### src/rtl/rob_nway.sv
// N-way reorder buffer: in-order allocate and retire of up to WAYS entries per cycle,
// with out-of-order completion from CDB_NUM buses and a full flush on a retiring mispredict.
module rob_nway #(
    parameter int ROB_SIZE = 32,
    parameter int WAYS     = 2,
    parameter int CDB_NUM  = 2,
    parameter int AR_LEN   = 5,
    parameter int PR_LEN   = 6,
    parameter int PC_LEN   = 32,
    parameter int FU_LEN   = 3,
    localparam int ROB_LEN = $clog2(ROB_SIZE)
) (
    input  logic                      clock,
    input  logic                      reset,
    input  logic [WAYS-1:0]           dispatch_valid_in,
    input  logic [WAYS*AR_LEN-1:0]    arch_reg_in,
    input  logic [WAYS*PR_LEN-1:0]    phy_reg_in,
    input  logic [WAYS*PC_LEN-1:0]    pc_in,
    input  logic [WAYS*FU_LEN-1:0]    fu_in,
    input  logic [WAYS-1:0]           pred_taken_in,
    input  logic [WAYS-1:0]           is_branch_in,
    input  logic [CDB_NUM-1:0]        cdb_valid_in,
    input  logic [CDB_NUM*ROB_LEN-1:0] cdb_tag_in,
    input  logic [CDB_NUM-1:0]        cdb_branch_rst_in,
    output logic [WAYS*ROB_LEN-1:0]   dispatch_tag_out,
    output logic [ROB_LEN:0]          free_slots_out,
    output logic                      full_out,
    output logic [ROB_LEN-1:0]        head_out,
    output logic [ROB_LEN-1:0]        tail_out,
    output logic [WAYS-1:0]           retire_valid_out,
    output logic [WAYS*AR_LEN-1:0]    retire_arch_reg_out,
    output logic [WAYS*PR_LEN-1:0]    retire_phy_reg_out,
    output logic [WAYS*PC_LEN-1:0]    retire_pc_out,
    output logic                      mispred_out,
    output logic [PC_LEN-1:0]         mispred_pc_out
);

    localparam int CNT_W = ROB_LEN + 1;

    logic [ROB_SIZE-1:0] valid;
    logic [ROB_SIZE-1:0] done;
    logic [ROB_SIZE-1:0] branch_rst;
    logic [ROB_SIZE-1:0] pred_taken;
    logic [ROB_SIZE-1:0] is_branch;
    logic [PC_LEN-1:0]   pc       [ROB_SIZE];
    logic [AR_LEN-1:0]   arch_reg [ROB_SIZE];
    logic [PR_LEN-1:0]   phy_reg  [ROB_SIZE];
    logic [FU_LEN-1:0]   fu       [ROB_SIZE];

    logic [ROB_LEN-1:0] head;
    logic [ROB_LEN-1:0] tail;
    logic [CNT_W-1:0]   free_slots;

    logic [ROB_LEN-1:0] lane_tag [WAYS];
    logic [CNT_W-1:0]   dispatch_cnt;
    logic [CNT_W-1:0]   retire_cnt;
    logic               accept;
    logic [ROB_LEN-1:0] retire_idx;
    logic               retire_blocked;
    logic               unused_head_fu;

    assign head_out       = head;
    assign tail_out       = tail;
    assign free_slots_out = free_slots;
    assign full_out       = (free_slots == '0);

    // The FU class travels with the entry but nothing downstream of retire consumes it.
    assign unused_head_fu = ^fu[head];

    // Tags are compacted: each valid lane takes the next slot after the valid lanes below it.
    always_comb begin
        dispatch_cnt     = '0;
        dispatch_tag_out = '0;
        for (int i = 0; i < WAYS; i++) begin
            lane_tag[i] = tail + dispatch_cnt[ROB_LEN-1:0];
            dispatch_tag_out[i*ROB_LEN +: ROB_LEN] = lane_tag[i];
            dispatch_cnt = dispatch_cnt + CNT_W'(dispatch_valid_in[i]);
        end
    end

    assign accept = (dispatch_cnt <= free_slots);

    always_comb begin
        retire_valid_out    = '0;
        retire_arch_reg_out = '0;
        retire_phy_reg_out  = '0;
        retire_pc_out       = '0;
        mispred_out         = 1'b0;
        mispred_pc_out      = '0;
        retire_cnt          = '0;
        retire_blocked      = 1'b0;
        retire_idx          = '0;
        for (int j = 0; j < WAYS; j++) begin
            retire_idx = head + ROB_LEN'(j);
            if (!retire_blocked && valid[retire_idx] && done[retire_idx]) begin
                retire_valid_out[j] = 1'b1;
                retire_arch_reg_out[j*AR_LEN +: AR_LEN] = arch_reg[retire_idx];
                retire_phy_reg_out[j*PR_LEN +: PR_LEN]  = phy_reg[retire_idx];
                retire_pc_out[j*PC_LEN +: PC_LEN]       = pc[retire_idx];
                retire_cnt = retire_cnt + CNT_W'(1);
                // A mispredicted branch retires itself but nothing younger.
                if (is_branch[retire_idx] && (pred_taken[retire_idx] != branch_rst[retire_idx])) begin
                    mispred_out    = 1'b1;
                    mispred_pc_out = pc[retire_idx];
                    retire_blocked = 1'b1;
                end
            end else begin
                retire_blocked = 1'b1;
            end
        end
    end

    // Reset and mispredict flush leave the same empty state and discard same-cycle writes.
    always_ff @(posedge clock) begin
        if (reset || mispred_out) begin
            valid      <= '0;
            head       <= '0;
            tail       <= '0;
            free_slots <= CNT_W'(ROB_SIZE);
        end else begin
            // Walking buses high to low lets the lowest-index bus win a shared tag.
            for (int k = CDB_NUM - 1; k >= 0; k--) begin
                if (cdb_valid_in[k] && valid[cdb_tag_in[k*ROB_LEN +: ROB_LEN]]) begin
                    done[cdb_tag_in[k*ROB_LEN +: ROB_LEN]]       <= 1'b1;
                    branch_rst[cdb_tag_in[k*ROB_LEN +: ROB_LEN]] <= cdb_branch_rst_in[k];
                end
            end
            for (int j = 0; j < WAYS; j++) begin
                if (retire_valid_out[j]) begin
                    valid[head + ROB_LEN'(j)] <= 1'b0;
                end
            end
            if (accept) begin
                for (int i = 0; i < WAYS; i++) begin
                    if (dispatch_valid_in[i]) begin
                        valid[lane_tag[i]]      <= 1'b1;
                        done[lane_tag[i]]       <= 1'b0;
                        branch_rst[lane_tag[i]] <= 1'b0;
                        pred_taken[lane_tag[i]] <= pred_taken_in[i];
                        is_branch[lane_tag[i]]  <= is_branch_in[i];
                        pc[lane_tag[i]]         <= pc_in[i*PC_LEN +: PC_LEN];
                        arch_reg[lane_tag[i]]   <= arch_reg_in[i*AR_LEN +: AR_LEN];
                        phy_reg[lane_tag[i]]    <= phy_reg_in[i*PR_LEN +: PR_LEN];
                        fu[lane_tag[i]]         <= fu_in[i*FU_LEN +: FU_LEN];
                    end
                end
                tail <= tail + dispatch_cnt[ROB_LEN-1:0];
            end
            head       <= head + retire_cnt[ROB_LEN-1:0];
            free_slots <= free_slots - (accept ? dispatch_cnt : '0) + retire_cnt;
        end
    end

endmodule

### config.mk
export PLATFORM = sky130hd
export DESIGN_NAME = rob_nway
export DESIGN_NICKNAME = d
export VERILOG_FILES = /design/src/rtl/rob_nway.sv
export SDC_FILE = /design/constraint.sdc
export NUM_CORES = 2
export LEC_CHECK = 0
export CAP_MARGIN = 25
export CORE_MARGIN = 2
export CORE_UTILIZATION = 63
export CTS_CLUSTER_DIAMETER = 200
export DETAILED_ROUTE_END_ITERATION = 8
export MAX_ROUTING_LAYER = met4
export PLACE_DENSITY = 0.81
export SYNTH_ARGS = -nofsm -noshare
export SYNTH_HDL_FRONTEND = slang
export SYNTH_SLANG_ARGS = --single-unit
### constraint.sdc
create_clock -name clock -period 6.81 [get_ports clock]
set_clock_uncertainty 0.15 [all_clocks]
set_input_delay 1.7025 -clock clock [delete_from_list [all_inputs] [get_ports clock]]
set_output_delay 1.7025 -clock clock [all_outputs]
set_load 0.01 [all_outputs]
==> flow_summary.ini <==
[final_layout]
n_fill_cell = 9447
final_common_cell = edfxtp_1
register_area_um2 = 46100
drive_above_1_share = 0.386
nets = 6334
final_cell_mix = 1504 x edfxtp_1, 1103 x mux2_2, 729 x mux4_2
syn_to_final_growth_pct = 10.9
multiInputGateArea_um2 = 44200
largest_reg_flops = 1024
fin_util = 0.705
fin_area_um2 = 104000

[cts]
htreeDepth = 4
cts_made_buffers = 165
cts_root_buffer = clkbuf_16
cts_sinks = 1552
clk_pin_slew_ps = 60
cts_buffer_depth = 3
clk-insertion-delay-late_ps = 830
cts_tree = built
ctsHoldBuffers = 0

[sta]
setup_viol = 1
rsz0062_at_grt = no
setup_slack_ps = -6.92
fin_crit_sh = 1.00
finalMaxSlewViolations = 0
slew_headroom = 0.158
finalHoldViolCount = 0
fin_crit_ps = 6820
tightest_slew_ps = 1260
timing.fmax_mhz = 147
tns_ps = -6.92

[power]
p_leak_nw = 32.7
comb_power_share = 0.318
pwr-share-clk = 0.297
irDropWorstVdd_v = 0.000399
p_sw_frac = 0.319
power_switching_mw = 9.47
p_seq_frac = 0.385
power.density_nw_per_um2 = 285
p_int_mw = 20.2

[worst_setup_path]
path_max_fanout = 19
crit_type = reg -> out
worst_setup_path_start_kind = flip-flop
end_kind = primary output
crit_required_ps = 4960
critPathArrivalTime_ps = 4960

[die]
io_pins = 262
core_um2 = 148000
fp.dieH_um = 390
dieArea_um2 = 152000
rows = 141
die_x_um = 390
start_util = 0.636

[global_routing]
grt_pass1_vias = 64400
grt_max_degree = 147
grt_overflow = 0
gr-usage-all-layers = 0.446
grt_pass1_wl_um = 467000
antenna_found_initial = 20

[run]
maxCapViolCount = 0

[placed_design]
dp_hpwl_um = 184000
dp_slack_ps = 493
port_buffers = 255
place_congestion = 1.03
place_area_um2 = 98100

[status]
violations = DRC, setup timing
status = complete, but fails checks

[logic_synthesis]
postSynthAreaPerCell_um2 = 15.0
yosysSeqAreaShare = 0.491
syn_nets = 6388
synth.distinct_cells = 85
async_flop_share = 0
yosysWarnings = 0
netlist_instances = 6248
ys_seq_elements = 1552
synthFlopType = edfxtp_1
synth-edff-count = 1504
synth_area_um2 = 94000

[route]
drtIter0Drc = 12000
routed_wl_um = 333000
vias = 66600
drcViolationCount = 1
antenna_left = 0
wl_per_cell_um = 40.3
vias_per_cell = 8.05
dr.pass1.iters = 6

[worst_hold_path]
worstHoldPathType = reg -> reg
-- kinds of logic (layout without fill, tap and decap cells) --
kind of cell,Yosys count,in the layout,synth area share
other,0,25,0
buffers and inverters,793,865,0.0441
AO/OA/AOI/OAI,751,751,0.0584
flip-flops,1552,1552,0.491
multiplexers,2291,2291,0.360
AND/OR/NAND/NOR,816,817,0.0412
adder cells (fa/ha/maj),26,26,0.00378
XOR/XNOR,19,19,0.00205
-- per-stage QoR --
stage	hold WS, ps	std cells	total power [mW]
final	404	8276	29.7
after global routing	428	8271	30.4
after detailed placement	381	7919	20.6
after CTS	391	8220	29.4
after floorplan	336	6248	17.9
after global placement	377	7915	20.5
-- critical path, cell delays in order (launching register included) --
cell and delay [ps]:
dfxtp_2 580, or3_4 560, o22ai_1 160, nor4_1 600, xor2_1 200, mux2i_1 90, buf_4 190, or2_2 300
inv_2 330, buf_4 330, a22o_1 200, clkdlybuf4s50_1 570
-- power groups by stage --
stage,sequential [mW],clock [mW],combinational [mW]
detailed placement,11.6,0,9.01
global placement,11.6,0,8.89
CTS,11.4,8.79,9.17
floorplan,11.5,0,6.42
finish,11.4,8.82,9.44
global route,11.5,9.13,9.79
-- cell type report --
class,count,area share
Clock inverter,84,0.00742
Sequential cell,1552,0.443
Antenna cell,25,0.000600
Timing Repair Buffer,520,0.0582
Multi-Input combinational cell,3904,0.424
Tap cell,1930,0.0232
Clock buffer,210,0.0419
Inverter,51,0.00184
-- cell usage after synthesis (28+ instances only) --
library cell  count  area share
nand3_1          38      0.0020
buf_6            87       0.010
dfxtp_1          48       0.010
a21oi_1         101      0.0054
inv_1            49      0.0020
buf_4            69      0.0055
or4_1            76      0.0061
buf_2           166      0.0088
nor3_1           33      0.0018
o22ai_1         293       0.020
clkbuf_1        388       0.016
mux2i_1         183       0.019
edfxtp_1       1504        0.48
o21ai_0          99      0.0053
nor2_1          340       0.014
mux4_2          729        0.17
buf_1            28      0.0011
mux2_2         1103        0.13
mux2_1          276       0.033
o221ai_1         32      0.0030
nand2_1         207      0.0083
o31a_1           31      0.0029
-- repair_timing --
action | CTS | global route
gates cloned | 3 | 1
setup buffers | 4 | 6
resized for setup | 19 | 12
endpoints found under the hold margin | 0 | 0
setup endpoints to repair | 70 | 33
pin swaps | 4 | 3
-- metal layers --
metal	up-vias	wire, um	track usage	part of all wire
met5	-	0	-	0
met4	0	23800	0.269	0.071
met3	1424	54900	0.146	0.16
met2	6539	145000	0.619	0.43
met1	33400	110000	0.573	0.33
li1	25300	-	-	-
-- final timing paths --
| kind | startpoint | endpoint | depth (start not counted) | slack [ps] |
|---|---|---|---|---|
| max reg2reg | head_out[0]$_SDFF_PP0_ | arch_reg[20][2]$_DFFE_PP_ | 13 | 740 |
| max | head_out[4]$_SDFF_PP0_ | mispred_pc_out[17] | 11 | -7 |
| min | valid[20]$_SDFF_PP0_ | valid[20]$_SDFF_PP0_ | 2 | 400 |
| min reg2reg | valid[20]$_SDFF_PP0_ | valid[20]$_SDFF_PP0_ | 2 | 400 |
No activity file was read; power rests on OpenSTA's default activity.
